===== src/rtl/cpu_writeback_arbiter.sv =====
// Writeback port arbiter: picks one result producer per cycle and registers
// {rd, value} onto the 39-bit toggle-strobe writeback bus.
module cpu_writeback_arbiter #(
    parameter int unsigned NUM_SOURCES    = 3,
    parameter int unsigned FIXED_PRIORITY = 0
) (
    input  logic                      i_clock,
    input  logic                      i_reset,
    input  logic [NUM_SOURCES-1:0]    i_req,
    input  logic [6*NUM_SOURCES-1:0]  i_rd,
    input  logic [32*NUM_SOURCES-1:0] i_value,
    input  logic                      i_hold,
    output logic [NUM_SOURCES-1:0]    o_ack,
    output logic [38:0]               o_data,
    output logic [31:0]               o_conflicts,
    output logic [31:0]               o_writes
);

    localparam int unsigned PTR_W = (NUM_SOURCES > 1) ? $clog2(NUM_SOURCES) : 1;

    logic [PTR_W-1:0]       r_ptr;
    logic [38:0]            r_data;
    logic [31:0]            r_conflicts;
    logic [31:0]            r_writes;

    logic [NUM_SOURCES-1:0] w_ack;
    logic [PTR_W-1:0]       w_gidx;
    logic                   w_found;
    logic [31:0]            w_scan;
    logic [5:0]             w_rd;
    logic [31:0]            w_val;
    logic                   w_conflict;

    // Scan order starts just after the last winner (round-robin) or at 0 (fixed).
    always_comb begin
        w_ack   = '0;
        w_gidx  = '0;
        w_found = 1'b0;
        w_scan  = '0;
        if (!i_reset && !i_hold) begin
            for (int unsigned i = 0; i < NUM_SOURCES; i++) begin
                if (FIXED_PRIORITY != 0)
                    w_scan = i;
                else
                    w_scan = (32'(r_ptr) + 32'd1 + i) % NUM_SOURCES;
                if (!w_found && i_req[w_scan[PTR_W-1:0]]) begin
                    w_found = 1'b1;
                    w_gidx  = w_scan[PTR_W-1:0];
                end
            end
            if (w_found)
                w_ack[w_gidx] = 1'b1;
        end
    end

    always_comb begin
        w_rd  = '0;
        w_val = '0;
        for (int unsigned k = 0; k < NUM_SOURCES; k++) begin
            if (w_ack[k]) begin
                w_rd  = i_rd[k*6 +: 6];
                w_val = i_value[k*32 +: 32];
            end
        end
    end

    assign w_conflict = !i_hold && ($countones(i_req) >= 2);

    always_ff @(posedge i_clock) begin
        if (i_reset) begin
            r_data      <= '0;
            r_conflicts <= '0;
            r_writes    <= '0;
            r_ptr       <= PTR_W'(NUM_SOURCES - 1);
        end else begin
            if (w_found) begin
                r_data   <= {~r_data[38], w_rd, w_val};
                r_writes <= r_writes + 32'd1;
                if (FIXED_PRIORITY == 0)
                    r_ptr <= w_gidx;
            end
            if (w_conflict && (r_conflicts != '1))
                r_conflicts <= r_conflicts + 32'd1;
        end
    end

    assign o_ack       = w_ack;
    assign o_data      = r_data;
    assign o_conflicts = r_conflicts;
    assign o_writes    = r_writes;

endmodule


===== config.mk =====
export PLATFORM = sky130hd
export DESIGN_NAME = cpu_writeback_arbiter
export DESIGN_NICKNAME = d
export VERILOG_FILES = /design/src/rtl/cpu_writeback_arbiter.sv
export SDC_FILE = /design/constraint.sdc
export NUM_CORES = 1
export LEC_CHECK = 0
export CORE_ASPECT_RATIO = 1.2
export CORE_MARGIN = 2
export CORE_UTILIZATION = 46
export DETAILED_ROUTE_END_ITERATION = 7
export PLACE_DENSITY = 0.82
export RECOVER_POWER = 50
export SYNTH_ARGS = -nofsm -noshare
export SYNTH_HDL_FRONTEND = slang
export SYNTH_SLANG_ARGS = --single-unit

===== constraint.sdc =====
create_clock -name i_clock -period 6 [get_ports i_clock]
set_input_delay 1.2 -clock i_clock [delete_from_list [all_inputs] [get_ports i_clock]]
set_output_delay 1.2 -clock i_clock [all_outputs]
set_load 0.1 [all_outputs]

==> metrics.txt <==
fin crit share=83.0%; Post-CTS Repair Setup Buffers=0; Placed Cells incl. Taps=944; Num Clock Sinks=105; Crit path max-delay family=buffers and inverters; final wirelength=15,500 um; setup_tns=0 ps; Antenna Nets Post-Route=0; Max-cap violations=0; final net count=949; hpwl dp=11,800 um; P_leak=0.00329 uW; Worst setup endpoint=o_ack[2]; Cell Chain, Critical Path=dlygate4sd3_1, mux2i_1, o21a_1, a311o_1, nor2_1, nand2_1, buf_4, inv_1, buf_12; GR peak layer=met2; clock buffers created by TritonCTS=9; worst endpoint required time=4800 ps; synth unique cells=44; chip height=120 um; commonest cells after routing, fill and taps aside=clkdlybuf4s50_1, dfxtp_1, dlygate4sd3_1; mapped cell area=5180 um^2; Buf+Inv Stages, Crit Path=4; Final min period=4980 ps; Cells after Synth=616; CTS resizes=0; asr flop ratio synth=0%; first-pass GRT wire length=24,500 um; Seq cells post-synth=105; largest net degree at the start of global routing=70; Top Ports=226; final hold viol count=0; worst-path fanout max=39; Reg clk slew, reported paths=70 ps; clk buf depth=2; vias in the first global route=5,211; crit path DAT=3780 ps; HP Class=flop to flop; via count=5,314; internal power=1600 uW; GR Overflow Total=0; hold_buf cts=0; Post-synth EDFFs=0; initial antenna violation count=0; Clock Tree Root=clkbuf_16; Worst setup SP type=primary input; Critical Path End Type=output pin; commonest non-fill, non-tap cell in the layout=clkdlybuf4s50_1; Die Width=101 um; H-Tree Depth=3; Clock Latency Late Sink=340 ps; status=finished, final reports clean; 1st-iter DRT viols=231; core box area=11,000 um^2; syn avg cell area=8.42 um^2; pwr dens=388 nW/um^2; met1 usage=28.6%; critical path class=primary input to output pin; GRT Util Overall=25.1%; start of the worst register-to-register path=r_ptr[0]$_SDFFE_PP0P_; R2R setup slack=2970 ps; yosys warns=0; PortBufs=225; layout cell share with drive strength beyond 1=3.62%; met3 Usage GRT=4.91%; Worst-Margin Slew=1190 ps; First-pass DRT Iterations=4; TritonCTS clock tree=yes; Worst path depth=9; DR DRC count=0; Post-Syn Nets=742; logic gate share of total power=54.0%; CP peak stage delay=620 ps; FF-to-FF End=o_data[20]$_SDFFE_PP0P_; clock share of power=18.4%; Die Area=12,100 um^2; Reg power frac=27.6%; final slew viol count=0; VDD IR-drop max=357 uV; sw frac=47.1%; Via-to-Cell Ratio=5.54; Final setup viols=0; FMAX=0.201 GHz; crit path from=i_req[2]; initial core utilization=47.0%; net switching power=1430 uW; hold_ws=465 ps; Worst slew margin=20.4%; ant diodes=0; unrepaired setup endpoints after global routing=no; ys flop type=dfxtp_1; skew final=7.79 ps; post-synthesis sequential area ratio=40.6%; area growth from synthesis to layout=50.7%; routed length per instance=16.1 um; routability congestion estimate=0.881; worst reg2reg path depth=10; # rows=42; grt met2 use=44.0%; CP max stage cell=dlygate4sd3_1; Non-Filler Instances=960
[routing by layer]
metal / share of wire, % / wire length, um
met5: 0 / 0
met4: 3.7 / 567
met3: 6.7 / 1040
met2: 52 / 7970
met1: 38 / 5900
[stage by stage]
stage | setup slack, ps | power, uW | util (%) | area (um^2)
after floorplan | 1130 | 2100 | - | 5180
after global routing | 810 | 3160 | 70.8 | 7810
after global placement | 1240 | 2480 | 68.2 | 7530
final | 1020 | 3030 | 70.8 | 7810
after CTS | 1100 | 3070 | 70.8 | 7810
after detailed placement | 1080 | 2520 | 68.2 | 7530
[cell usage after synthesis (all sizes together), types with 2 or more instances]
cell	instances	area share, %
nor4b	2	0.34
o221ai	38	6.4
nand2	72	5.2
nor2b	5	0.60
nand4	21	2.5
or3	12	1.4
a21oi	16	1.5
clkbuf	28	2.0
inv	48	3.5
and4	8	1.4
mux2i	41	7.9
and3	8	0.97
or2	2	0.24
o21a	2	0.29
ha	6	1.4
nand3	25	2.4
or4	9	1.3
o211ai	2	0.29
nor3b	3	0.43
buf	7	0.72
o21ai	13	1.3
dfxtp	105	41
nor3	9	0.87
o31ai	6	0.87
nor2	61	4.4
nand3b	3	0.43
xor2	24	4.1
xnor2	21	3.5
nor4	7	1.1
[worst register-to-register path, delay by kind of cell (launching register included)]
family / cells / cell delay [ps]
multiplexers: 1 / 320
flip-flops: 1 / 330
AND/OR/NAND/NOR: 2 / 460
AO/OA/AOI/OAI: 3 / 550
adder cells (fa/ha/maj): 1 / 440
buffers and inverters: 3 / 800
[power groups by stage]
stage / clock network, uW / registers [uW] / logic [uW]
after floorplan: 0 / 1420 / 682
after global placement: 0 / 853 / 1620
after detailed placement: 0 / 858 / 1660
after CTS: 565 / 842 / 1660
after global routing: 596 / 847 / 1720
final: 557 / 838 / 1640
[worst min-delay path by stage]
stage	startpoint	end	slack, ps	depth (start not counted)
after floorplan	r_ptr[1]$_SDFFE_PP1P_	r_ptr[1]$_SDFFE_PP1P_	480	2
after global placement	o_data[24]$_SDFFE_PP0P_	o_data[24]$_SDFFE_PP0P_	450	2
after detailed placement	o_data[34]$_SDFFE_PP0P_	o_data[34]$_SDFFE_PP0P_	450	2
after CTS	o_data[23]$_SDFFE_PP0P_	o_data[23]$_SDFFE_PP0P_	470	2
after global routing	o_data[16]$_SDFFE_PP0P_	o_data[16]$_SDFFE_PP0P_	480	2
final	o_data[4]$_SDFFE_PP0P_	o_data[4]$_SDFFE_PP0P_	460	2
[layout make-up]
class                           count  area, um^2
Clock buffer                       10         239
Clock inverter                      6        43.8
Fill cell                         822        3220
Inverter                           48         180
Multi-Input combinational cell    428        2760
Sequential cell                   105        2100
Tap cell                          132         165
Timing Repair Buffer              231        2320
[sequential cells by signal, summed over array words and instances (netlist names)]
register and flops:
o_conflicts 32, o_writes 32, o_data 39, r_ptr 2
[cells by family after synthesis]
kind of cell | share of synthesized area, %
buf+inv | 6.23
fa+ha+maj | 1.45
flops | 40.6
xor+xnor | 7.60
mux | 7.92
compound gates | 12.3
simple gates | 23.9
No activity file was read; power rests on OpenSTA's default activity.
